### src/rtl/sevseg_pkg.sv
// sevseg_pkg: shared constants for the seven-segment scanner.
// Segment patterns are active-low, bit order g..a in [6:0].
package sevseg_pkg;

  typedef logic [3:0] nibble_t;

  localparam int unsigned MAX_DIGITS = 8;

  // Hex glyphs 0-F, active-low g..a
  localparam logic [6:0] SEG_PAT [16] = '{
    7'b1000000,  // 0
    7'b1111001,  // 1
    7'b0100100,  // 2
    7'b0110000,  // 3
    7'b0011001,  // 4
    7'b0010010,  // 5
    7'b0000010,  // 6
    7'b1111000,  // 7
    7'b0000000,  // 8
    7'b0010000,  // 9
    7'b0001000,  // A
    7'b0000011,  // b
    7'b1000110,  // C
    7'b0100001,  // d
    7'b0000110,  // E
    7'b0001110   // F
  };

  // All segments and dp dark
  localparam logic [7:0] SEG_OFF = 8'hFF;

  // Anode-idle mask: n low bits set (all anodes off, active-low)
  function automatic logic [MAX_DIGITS-1:0] AN_OFF(input int unsigned n);
    logic [MAX_DIGITS-1:0] mask;
    mask = '0;
    for (int unsigned i = 0; i < MAX_DIGITS; i++) begin
      if (i < n) mask[i] = 1'b1;
    end
    return mask;
  endfunction

endpackage

### src/rtl/seg_hex_decoder.sv
// seg_hex_decoder: nibble + decimal point -> active-low {dp, g..a}.
module seg_hex_decoder
  import sevseg_pkg::*;
(
  input  nibble_t    nibble_i,
  input  logic       dp_i,
  output logic [7:0] seg_o
);

  assign seg_o = {~dp_i, SEG_PAT[nibble_i]};

endmodule

### src/rtl/seven_seg_scanner.sv
// seven_seg_scanner: multiplexed common-anode seven-segment driver.
// Scans digits MSB first, one 2^PRESC_W-clock slot each, with a dead
// clock at slot start, PWM brightness and double-buffered display data.
// Optional build macro: SEVSEG_LZB_EN enables leading-zero blanking.
module seven_seg_scanner
  import sevseg_pkg::*;
#(
  parameter int NUM_DIGITS = 4,
  parameter int PRESC_W    = 16,
  parameter int BRIGHT_W   = 4
) (
  input  logic                    clk,
  input  logic                    rst_n,
  input  logic [4*NUM_DIGITS-1:0] digits_in,
  input  logic [NUM_DIGITS-1:0]   dp_in,
  input  logic [NUM_DIGITS-1:0]   blank_in,
  input  logic                    load,
  input  logic [BRIGHT_W-1:0]     brightness,
  output logic [7:0]              seg_out,
  output logic [NUM_DIGITS-1:0]   an_out,
  output logic                    frame_done
);

  localparam int IDX_W = (NUM_DIGITS > 1) ? $clog2(NUM_DIGITS) : 1;
  localparam logic [IDX_W-1:0] IDX_TOP = IDX_W'(NUM_DIGITS - 1);
  localparam logic [MAX_DIGITS-1:0] AN_OFF_ALL = AN_OFF(NUM_DIGITS);
  localparam logic [NUM_DIGITS-1:0] AN_IDLE = AN_OFF_ALL[NUM_DIGITS-1:0];

  logic [PRESC_W-1:0]      presc_q, presc_d;
  logic [IDX_W-1:0]        idx_q, idx_d;
  logic                    frame_done_q, frame_done_d;
  logic                    frame_edge;

  logic [4*NUM_DIGITS-1:0] stg_digits_q, stg_digits_d;
  logic [NUM_DIGITS-1:0]   stg_dp_q, stg_dp_d;
  logic [NUM_DIGITS-1:0]   stg_blank_q, stg_blank_d;
  logic                    pend_q, pend_d;
  logic [4*NUM_DIGITS-1:0] act_digits_q, act_digits_d;
  logic [NUM_DIGITS-1:0]   act_dp_q, act_dp_d;
  logic [NUM_DIGITS-1:0]   act_blank_q, act_blank_d;

  logic [NUM_DIGITS-1:0]   dark_mask;
  logic [BRIGHT_W-1:0]     phase;
  nibble_t                 cur_nib;
  logic                    cur_dp;
  logic                    lit;
  logic [7:0]              dec_seg;
  logic [NUM_DIGITS-1:0]   an_q, an_d;
  logic [7:0]              seg_q, seg_d;

  // Prescaler and scan index; the index wrap from 0 marks the frame boundary
  always_comb begin
    presc_d    = presc_q + 1'b1;
    idx_d      = idx_q;
    frame_edge = 1'b0;
    if (&presc_q) begin
      if (idx_q == '0) begin
        idx_d      = IDX_TOP;
        frame_edge = 1'b1;
      end else begin
        idx_d = idx_q - 1'b1;
      end
    end
    frame_done_d = frame_edge;
  end

  // Double buffer: a load on the boundary clock stays pending for the next one
  always_comb begin
    stg_digits_d = stg_digits_q;
    stg_dp_d     = stg_dp_q;
    stg_blank_d  = stg_blank_q;
    pend_d       = pend_q;
    act_digits_d = act_digits_q;
    act_dp_d     = act_dp_q;
    act_blank_d  = act_blank_q;
    if (frame_edge && pend_q) begin
      act_digits_d = stg_digits_q;
      act_dp_d     = stg_dp_q;
      act_blank_d  = stg_blank_q;
      pend_d       = 1'b0;
    end
    if (load) begin
      stg_digits_d = digits_in;
      stg_dp_d     = dp_in;
      stg_blank_d  = blank_in;
      pend_d       = 1'b1;
    end
  end

`ifdef SEVSEG_LZB_EN
  logic [NUM_DIGITS-1:0] lzb_mask;
  logic                  lzb_run;

  // Zero digits above the first shown non-zero or dp digit go dark; digit 0 never
  always_comb begin
    lzb_mask = '0;
    lzb_run  = 1'b1;
    for (int i = NUM_DIGITS - 1; i >= 1; i--) begin
      if (!act_blank_q[i]) begin
        if (act_dp_q[i] || (act_digits_q[4*i +: 4] != 4'h0)) begin
          lzb_run = 1'b0;
        end else begin
          lzb_mask[i] = lzb_run;
        end
      end
    end
  end

  assign dark_mask = act_blank_q | lzb_mask;
`else
  assign dark_mask = act_blank_q;
`endif

  seg_hex_decoder u_dec (
    .nibble_i (cur_nib),
    .dp_i     (cur_dp),
    .seg_o    (dec_seg)
  );

  // Anode/segment next values: dead clock at prescaler 0, then PWM window
  always_comb begin
    cur_nib = act_digits_q[4*int'(idx_q) +: 4];
    cur_dp  = act_dp_q[idx_q];
    phase   = presc_q[PRESC_W-1 -: BRIGHT_W];
    lit     = (presc_q != '0) && (phase < brightness) && !dark_mask[idx_q];
    an_d    = AN_IDLE;
    seg_d   = SEG_OFF;
    if (lit) begin
      an_d[idx_q] = 1'b0;
      seg_d       = dec_seg;
    end
  end

  // State and registered outputs
  always_ff @(posedge clk or negedge rst_n) begin
    if (!rst_n) begin
      presc_q      <= '0;
      idx_q        <= IDX_TOP;
      frame_done_q <= 1'b0;
      stg_digits_q <= '0;
      stg_dp_q     <= '0;
      stg_blank_q  <= '1;
      pend_q       <= 1'b0;
      act_digits_q <= '0;
      act_dp_q     <= '0;
      act_blank_q  <= '1;
      an_q         <= AN_IDLE;
      seg_q        <= SEG_OFF;
    end else begin
      presc_q      <= presc_d;
      idx_q        <= idx_d;
      frame_done_q <= frame_done_d;
      stg_digits_q <= stg_digits_d;
      stg_dp_q     <= stg_dp_d;
      stg_blank_q  <= stg_blank_d;
      pend_q       <= pend_d;
      act_digits_q <= act_digits_d;
      act_dp_q     <= act_dp_d;
      act_blank_q  <= act_blank_d;
      an_q         <= an_d;
      seg_q        <= seg_d;
    end
  end

  assign an_out     = an_q;
  assign seg_out    = seg_q;
  assign frame_done = frame_done_q;

endmodule

### config.mk
export PLATFORM = sky130hd
export DESIGN_NAME = seven_seg_scanner
export DESIGN_NICKNAME = d
export VERILOG_FILES = /design/src/rtl/sevseg_pkg.sv /design/src/rtl/seg_hex_decoder.sv /design/src/rtl/seven_seg_scanner.sv
export SDC_FILE = /design/constraint.sdc
export NUM_CORES = 1
export LEC_CHECK = 0
export CORE_ASPECT_RATIO = 0.9
export CORE_MARGIN = 3
export CORE_UTILIZATION = 50
export DETAILED_ROUTE_END_ITERATION = 6
export PLACE_DENSITY = 0.84
export SLEW_MARGIN = 10
export SYNTH_ARGS = -nofsm -noshare
export SYNTH_HDL_FRONTEND = slang
export SYNTH_HIERARCHICAL = 1
export SYNTH_SLANG_ARGS = --single-unit
export TNS_END_PERCENT = 30
### constraint.sdc
create_clock -name clk -period 2.9 [get_ports clk]
set_input_delay 0.58 -clock clk [delete_from_list [all_inputs] [get_ports clk]]
set_output_delay 0.58 -clock clk [all_outputs]
set_load 0.05 [all_outputs]
; After elaboration in Yosys (flattened, before gate mapping)
; Memory sizes are Yosys's and may differ from the RTL's.
; Index checks and enable logic that the tools add are counted.
[word_totals]
rom_bits = 112
latchBits = 0
in_bits = 31
register_bits = 80
memories = 1
out_inout_bits = 13
ram_bits = 0
[memory_table]
columns = memory, depth, word_bits, read_ports, rd_clocked_by_memory_dff, wr, line_no
row1 = (no name shown), 16, 7, 1, 0, 0, seg_hex_decoder.sv:10  ; assign seg_o = {~dp_i, SEG_PAT[nibble_i]};
[op_classes]
n_bitwise = 3
n_eq_ne = 0
add_sub_neg = 2
n_div = 0
n_mul = 0
n_shift = 1
n_reduce_logical = 9
muxes = 15
magnitude_cmp = 4
[op_table]
columns = op, count
row1 = 16-bit by 1-bit adder with 16-bit output (second input constant), 1
row2 = 16-bit AND reduction, 1
row3 = 16-bit nonzero test, 1
row4 = 16-bit by 5-bit indexed part select with 4-bit output, 1
row5 = 7-bit two-way mux, 2
row6 = 8-bit two-way mux, 1
row7 = 1-bit two-way mux, 7
row8 = 5-bit >= comparator (second input constant), 1
row9 = 4-bit inverter with 5-bit output, 1
row10 = 1-bit binary-select mux with 2-bit select, 2
row11 = 1-bit logical AND, 4
row12 = 4-bit less-than comparator, 1
row13 = 4-bit two-way mux, 1
row14 = 4-bit inverter, 1
row15 = 2-bit by 3-bit less-than comparator with 1-bit output (second input constant), 1
row16 = 1-bit demux with 2-bit select, 1
row17 = 2-bit by 1-bit >= comparator with 1-bit output (second input constant), 1
row18 = 2-bit zero test, 1
row19 = 2-bit two-way mux, 1
row20 = 2-bit nonzero test, 1
row21 = 2-bit by 1-bit subtractor with 2-bit output (second input constant), 1
row22 = 1-bit zero test, 1
row23 = 1-bit inverter, 1

; Longest topological paths before layout
; Gate-level depths: netlist of run 1.
[depth]
word_depth = 6
mapped_depth = 8
depth_no_buf = 7

; Hierarchy
; The synthesis of run 1 kept the hierarchy.
[by_module_without_submodules]
columns = mod, area_each_um2, n_inst, seq_area_each_um2, cells_each
row1 = seven_seg_scanner, 3439.5, 1, 2029.4, 230
row2 = seg_hex_decoder, 272.8, 1, 0.0, 34

; Worst setup path before layout of run 1
; OpenSTA, ideal clock, no wires.
[synth_path]
path_kind = register -> register
startpoint = register idx_q[0]
endpoint = register seg_q[3], in the netlist seg_out[3]
arrival_ns = 2.352
setup_time_ns = 0.084
stages_incl_launch_ff = 8
path_slack_ns = 0.464
path_cell_list = dfstp_2 > buf_2 > mux4_2 > inv_1 > ha_1 > inv_1 > mux4_2 > or2_2
[synth_via]
elab_chain_len = 6
word_cells_on_any_way = 10
classes_between = shift: 1 / mux: 5 / bitwise: 1 / reduce/logical: 2 / memory: 1
[synth_lines]
columns = item, line_no
row1 = from (decl), seven_seg_scanner.sv:30  ; logic [IDX_W-1:0] idx_q, idx_d;
row2 = from (signal assigned), seven_seg_scanner.sv:151  ; idx_q <= idx_d;
row3 = 16-bit by 5-bit indexed part select with 4-bit output, seven_seg_scanner.sv:122  ; cur_nib = act_digits_q[4*int'(idx_q) +: 4];
row4 = named net cur_nib[0], seven_seg_scanner.sv:44  ; nibble_t cur_nib;
row5 = 4-bit inverter with 5-bit output (not written as such), seg_hex_decoder.sv:10
row6 = memory 16 x 7 bit, -
row7 = 7-bit two-way mux (not written as such) (2 in a row), seg_hex_decoder.sv:10
row8 = named net dec_seg[3], seven_seg_scanner.sv:47  ; logic [7:0] dec_seg;
row9 = 8-bit two-way mux, seven_seg_scanner.sv:128  ; if (lit) begin
row10 = named net seg_d[3], seven_seg_scanner.sv:49  ; logic [7:0] seg_q, seg_d;
row11 = to (signal assigned), seven_seg_scanner.sv:161  ; seg_q <= seg_d;
row12 = to (decl), seven_seg_scanner.sv:49
; The timed path passes the listed nets, and every way through them passes these cells. The select of a mux whose other input is x is not followed.
; A chain may end at the register's enable or synchronous reset.

; Final worst setup path of run 1
; Same ends and word-level chain as after synthesis.

==> run summary, run 1 <==
reg-to-reg slack, setup: 0.35 ns
longest individual stage delay on the worst path: 0.69 ns
Clock Path Buffers: 2
DP Worst Slack: 0.380 ns
total wire length: 5960 um
Max Cap Viol: 0
aggregate global-route resource usage: 15.7%
syn avg cell area: 14.1 um^2
asr flop ratio synth: 100%
worst hold path type: input port to async pin
list of cells traversed by the critical path: mux4_2 -> inv_1 -> ha_1 -> inv_1 -> mux4_2 -> or2_2
time the final worst path needs with I/O delays and setup: 2.55 ns
peak supply drop: 0.376 mV
cell area after placement: 0.00420 mm^2
count of instances resized after the clock tree is built: 0
depth of the worst register-to-register path: 6
cell area after layout: 0.00441 mm^2
signal arrival time at the worst endpoint: 2.83 ns
number of enable flip-flop cells after synthesis: 0
final hold violation count: 0
number of DRC violations after detailed-routing iteration 0: 73
CP required: 3.18 ns
H-Tree Depth: 3
clock transition at the registers of the reported paths: 0.09 ns
P&R area growth vs syn: 18.7%
worst rel slew slack: 35.8%
number of distinct library cell variants in the gate-level netlist after synthesis: 35
TritonCTS Buffers: 9
TritonCTS clock tree: built
Cell Rows: 29
number of vias in the routed layout: 2094
number of global-route vias before repair: 2111
CP top delay family: multiplexers
cts hold-fix bufs: 0
count of input and output buffers: 43
number of slew-limit violations in the final report: 0
post-detailed-route DRC marker count: 0
antenna cell count: 0
number of iterations in the first detailed-routing pass: 4
proportion of synthesized chip area in sequential cells: 54.7%
total nets after synthesis: 311
Post-Route Hold Slack: 0.376 ns
remaining global-route overflow: 0
#FFs+latches synth: 80
remaining number of nets flagged by the antenna check after routing: 0
post-synthesis instance area: 0.00371 mm^2
worst flop-to-flop path endpoint: seg_out[3]$_DFF_PN1_
Final Util: 62.0%
slowest library cell on the worst path: sky130_fd_sc_hd__dfstp_2
final weighted congestion of routability-driven global placement: 0.831
origin of the critical flop-to-flop path: idx_q[0]$_DFFE_PN1P_
Leakage: 1.99 nW
post-layout worst setup margin: 0.353 ns
Synth Warn #: 6
number of nets in the final layout: 356
full die area: 0.00850 mm^2
type of the worst setup path: flop to flop
source-to-sink clock delay at the later pin of the worst-skew pair: 0.35 ns
status: finished, final reports clean
power per cell area: 484 mW/mm^2
number of top-level design ports: 44
maximum number of pins on one net before global-route repair: 81
setup bufs post-CTS: 0
initial core utilization: 52.2%
core footprint: 0.00711 mm^2
commonest cells after routing, fill and taps aside: 58 x sky130_fd_sc_hd__dfrtp_1, 42 x sky130_fd_sc_hd__clkdlybuf4s50_1, 28 x sky130_fd_sc_hd__mux2_2
first-pass GRT wire length: 10400 um
initial antenna violation count: 0
master cell of the clock root buffer: sky130_fd_sc_hd__clkbuf_8
setup repair after global routing missed its margin: false
most common cell after layout, fill and taps aside: sky130_fd_sc_hd__dfrtp_1
Critical Path Fanout Max: 9
final critical-path share of the clock period: 87.8%
number of instances in the synthesized netlist: 264
CP Depth: 6
Synth Flop Type: sky130_fd_sc_hd__dfrtp_1
# setup viols final: 0
fraction of final layout cells with drive strength greater than 1: 35.0%
CTS Sinks: 80
crit path buf inv count: 2
Total Negative Setup Slacks: 0 ns
maximum achievable frequency: 393 MHz
detail-routed via count per cell: 5.14
type of destination of the critical path: flop
maximum clock skew at final layout: 0.0106 ns
transition at the pin with the smallest max-transition slack: 0.963 ns
estimated wirelength of the detail-placed design: 4240 um
element type at the critical path start: flop
wire per inst: 14.6 um
die span in x: 96.8 um
height of the chip: 87.7 um
-- report_power, final --
part	switching [W]	internal (W)	leakage, nW
Clock	0.000421	0.000406	0.0964
Combinational	0.0000533	0.0000734	0.922
Sequential	0.0000191	0.00116	0.974
-- kinds of logic (layout without fill, tap and decap cells) --
| group | count (synthesis) | count (layout) | synth area share [%] |
|---|---|---|---|
| multiplexers | 63 | 63 | 23.0 |
| XOR/XNOR | 14 | 14 | 3.30 |
| adder cells (fa/ha/maj) | 16 | 16 | 5.39 |
| flip-flops | 80 | 80 | 54.7 |
| AO/OA/AOI/OAI | 11 | 11 | 1.99 |
| AND/OR/NAND/NOR | 53 | 53 | 8.29 |
| buffers and inverters | 27 | 77 | 3.37 |
-- routing by layer --
layer | track usage, % | share of wire (%) | up-vias
li1 | - | - | 1000
met1 | 21.3 | 47 | 1032
met2 | 23.6 | 46 | 51
met3 | 5.18 | 5.1 | 11
met4 | 6.12 | 1.9 | 0
met5 | 0 | 0 | -
-- registers in the layout, summed over array words and instances, names as in the netlist --
| name | count |
|---|---|
| stg_dp_q | 4 |
| frame_done | 1 |
| idx_q | 2 |
| act_dp_q | 4 |
| stg_blank_q | 4 |
| stg_digits_q | 16 |
| act_digits_q | 16 |
| presc_q | 16 |
| an_out | 4 |
| seg_out | 8 |
| act_blank_q | 4 |
| pend_q | 1 |
-- per-stage QoR --
| step | cells | power [W] |
|---|---|---|
| floorplan | 264 | 0.00125 |
| detailed placement | 391 | 0.00133 |
| global route | 407 | 0.00223 |
| CTS | 407 | 0.00216 |
| finish | 407 | 0.00213 |
| global placement | 391 | 0.00132 |
-- synth_stat cells (2+ instances only) --
library cell / n / area share (%)
sky130_fd_sc_hd__ha_1: 16 / 5.4
sky130_fd_sc_hd__nor4_1: 3 / 0.51
sky130_fd_sc_hd__nor2_1: 11 / 1.1
sky130_fd_sc_hd__o211ai_1: 2 / 0.40
sky130_fd_sc_hd__nor3_1: 2 / 0.27
sky130_fd_sc_hd__nand2b_1: 3 / 0.51
sky130_fd_sc_hd__mux4_2: 7 / 4.2
sky130_fd_sc_hd__dfrtp_1: 58 / 39
sky130_fd_sc_hd__buf_6: 3 / 0.91
sky130_fd_sc_hd__mux2_4: 20 / 8.1
sky130_fd_sc_hd__nand3_1: 6 / 0.81
sky130_fd_sc_hd__and3_1: 2 / 0.34
sky130_fd_sc_hd__nand2_1: 6 / 0.61
sky130_fd_sc_hd__nand4_1: 3 / 0.51
sky130_fd_sc_hd__a21oi_1: 2 / 0.27
sky130_fd_sc_hd__clkbuf_1: 6 / 0.61
sky130_fd_sc_hd__dfstp_2: 22 / 16
sky130_fd_sc_hd__o21ai_1: 2 / 0.27
sky130_fd_sc_hd__mux2_2: 28 / 8.5
sky130_fd_sc_hd__xor2_1: 7 / 1.7
sky130_fd_sc_hd__xnor2_1: 7 / 1.7
sky130_fd_sc_hd__inv_1: 17 / 1.7
sky130_fd_sc_hd__mux2i_1: 8 / 2.2
sky130_fd_sc_hd__or2_2: 12 / 2.0
-- area by class of cell --
cell class              count  area [um^2]
fillers                   567         2710
well taps                  93          116
flip-flops and latches     80         2030
multi-input cells         157         1560
clock buffers               9          124
repair buffers             44          435
clock inverters             7         80.1
inverters                  17         63.8
-- worst max-delay path by stage --
stage	startpoint	endpoint	slack, ns
3_3_place_gp	idx_q[0]$_DFFE_PN1P_	seg_out[3]$_DFF_PN1_	0.47
4_1_cts	idx_q[0]$_DFFE_PN1P_	seg_out[3]$_DFF_PN1_	0.35
5_1_grt	idx_q[0]$_DFFE_PN1P_	seg_out[3]$_DFF_PN1_	0.21
2_1_floorplan	idx_q[0]$_DFFE_PN1P_	seg_out[3]$_DFF_PN1_	0.46
6_report	idx_q[0]$_DFFE_PN1P_	seg_out[3]$_DFF_PN1_	0.35
3_5_place_dp	idx_q[0]$_DFFE_PN1P_	seg_out[3]$_DFF_PN1_	0.38
Note: power is estimated with default switching activity, not from simulation.
==> inputs of run 2 (changes only) <==
- PLACE_DENSITY: 0.84 -> 0.73
- REMOVE_ABC_BUFFERS: not set -> 1
==> run 2 against run 1 <==
Against the previous run: highest routed layer unchanged; count of clock-buffer cells in the layout stayed put; largest power group unchanged; setup slack better by 0.062 ns; via count is 3.5% lower.
==> run summary, run 2 (synthesis gave the netlist of run 1 again) <==
status: finished, final reports clean
fraction of final layout cells with drive strength greater than 1: 35.0% (unchanged)
post-detailed-route DRC marker count: 0 (unchanged)
Clock Path Buffers: 2 (unchanged)
estimated wirelength of the detail-placed design: 4040 um (-4.8%)
slowest library cell on the worst path: sky130_fd_sc_hd__dfstp_2
wire per inst: 14.5 um (-1.2%)
final hold violation count: 0 (unchanged)
Critical Path Fanout Max: 9 (unchanged)
number of nets in the final layout: 356 (unchanged)
transition at the pin with the smallest max-transition slack: 0.970 ns (+0.00710 ns)
initial core utilization: 52.2% (unchanged)
CTS Sinks: 80 (unchanged)
remaining number of nets flagged by the antenna check after routing: 0 (unchanged)
CP required: 3.17 ns (about the same)
type of destination of the critical path: flop
Cell Rows: 29 (unchanged)
Fillers: 578 (+1.9%)
count of instances resized after the clock tree is built: 0 (unchanged)
aggregate global-route resource usage: 15.1% (-0.54 points)
maximum clock skew at final layout: 0.00652 ns (-0.00404 ns)
source-to-sink clock delay at the later pin of the worst-skew pair: 0.35 ns (about the same)
power per cell area: 475 mW/mm^2 (-1.8%)
maximum achievable frequency: 402 MHz (+2.5%)
most used routing layer in global routing: met2
depth of the worst register-to-register path: 6 (unchanged)
remaining global-route overflow: 0 (unchanged)
peak supply drop: 0.326 mV (-13%)
number of DRC violations after detailed-routing iteration 0: 118 (+62%)
number of top-level design ports: 44 (unchanged)
P&R area growth vs syn: 18.2%
Post-Route Hold Slack: 0.380 ns (+0.00411 ns)
core footprint: 0.00711 mm^2 (unchanged)
final critical-path share of the clock period: 85.7% (-2.1 points)
total wire length: 5890 um (-1.2%)
Max Cap Viol: 0 (unchanged)
full die area: 0.00850 mm^2 (unchanged)
fraction of met3 tracks used by global routing: 4.54% (-0.64 points)
worst rel slew slack: 35.3% (-0.47 points)
Total Negative Setup Slacks: 0 ns (unchanged)
antenna cell count: 0 (unchanged)
maximum number of pins on one net before global-route repair: 81 (unchanged)
TritonCTS clock tree: built
clock transition at the registers of the reported paths: 0.08 ns (about the same)
TritonCTS Buffers: 9 (unchanged)
H-Tree Depth: 3 (unchanged)
number of iterations in the first detailed-routing pass: 4 (unchanged)
time the final worst path needs with I/O delays and setup: 2.48 ns (-0.0619 ns)
master cell of the clock root buffer: sky130_fd_sc_hd__clkbuf_8
list of cells traversed by the critical path: mux4_2 -> inv_1 -> ha_1 -> inv_1 -> mux4_2 -> or2_2
biggest registers after layout: act_digits_q: 16 flops, presc_q: 16 flops, stg_digits_q: 16 flops
final weighted congestion of routability-driven global placement: 0.809 (-2.6%)
met2 usage in global routing: 21.7% (-1.9 points)
cell area after layout: 0.00439 mm^2 (-0.40%)
Leakage: 1.99 nW (+0.11%)
Final Util: 61.7% (-0.25 points)
cts hold-fix bufs: 0 (unchanged)
Tot Pwr: 0.00208 W (-2.2%)
signal arrival time at the worst endpoint: 2.76 ns (-0.07 ns)
initial antenna violation count: 0 (unchanged)
number of global-route vias before repair: 2037 (-3.5%)
die span in x: 96.8 um (unchanged)
longest individual stage delay on the worst path: 0.70 ns (about the same)
# setup viols final: 0 (unchanged)
setup bufs post-CTS: 0 (unchanged)
first-pass GRT wire length: 10100 um (-2.9%)
worst hold path type: input port to async pin
number of vias in the routed layout: 2020 (-3.5%)
element type at the critical path start: flop
count of input and output buffers: 43 (unchanged)
commonest cells after routing, fill and taps aside: 58 x sky130_fd_sc_hd__dfrtp_1, 42 x sky130_fd_sc_hd__clkdlybuf4s50_1, 28 x sky130_fd_sc_hd__mux2_2
setup repair after global routing missed its margin: false
type of the worst setup path: flop to flop
height of the chip: 87.7 um (unchanged)
number of slew-limit violations in the final report: 0 (unchanged)
detail-routed via count per cell: 4.96 (-3.5%)
global-route met1 utilization: 21.4% (+0.093 points)
cell area after placement: 0.00420 mm^2 (unchanged)
most common cell after layout, fill and taps aside: sky130_fd_sc_hd__dfrtp_1
[run 2: cell types whose count changed in the layout (fill, tap and decap cells not counted), sizes merged]
cell / change
clkinv: +3
inv: -2
clkinvlp: -1
[run 2: final timing paths]
path                                      start                           to  slack, ns
setup / recovery           idx_q[0]$_DFFE_PN1P_         seg_out[3]$_DFF_PN1_       0.42
hold / removal                            rst_n        presc_q[11]$_DFF_PN0_       0.38
setup reg to reg           idx_q[0]$_DFFE_PN1P_         seg_out[3]$_DFF_PN1_       0.42
hold reg to reg            presc_q[0]$_DFF_PN0_         presc_q[0]$_DFF_PN0_       0.47
max in group asynchronous                 rst_n  act_digits_q[0]$_DFFE_PN0P_       1.89
min in group clk           presc_q[0]$_DFF_PN0_         presc_q[0]$_DFF_PN0_       0.47
[run 2: where the power goes]
group          internal, W  switching [W]  total [W]
registers          0.00116      0.0000202    0.00118
logic            0.0000733      0.0000522   0.000125
clock network     0.000390       0.000391   0.000781
[run 2: critical path: cells and delay by family (launching register included)]
kind	cells	cell delay (ns)
buffers and inverters	2	0.21
DFF	1	0.70
muxes	2	1.06
adders and majority gates	1	0.15
and+or+nand+nor	1	0.30
[run 2: stage by stage]
stage | setup slack, ns | std cells
floorplan | 0.548 | 254
global placement | 0.469 | 391
detailed placement | 0.409 | 391
CTS | 0.391 | 407
global route | 0.280 | 407
finish | 0.415 | 407
[run 2: final cells by class]
class	count	area [um^2]	share of cell area, %
Inverter	17	63.8	1.45
Sequential cell	80	2030	46.2
Clock inverter	7	62.6	1.43
Multi-Input combinational cell	157	1560	35.5
Tap cell	93	116	2.65
Timing Repair Buffer	44	435	9.92
Clock buffer	9	124	2.82
[run 2: routing by layer]
metal  wire (um)  vias up
met3         319        9
met1        2980      960
met2        2500       48
met4          78        0
li1            -     1003
met5           0        -
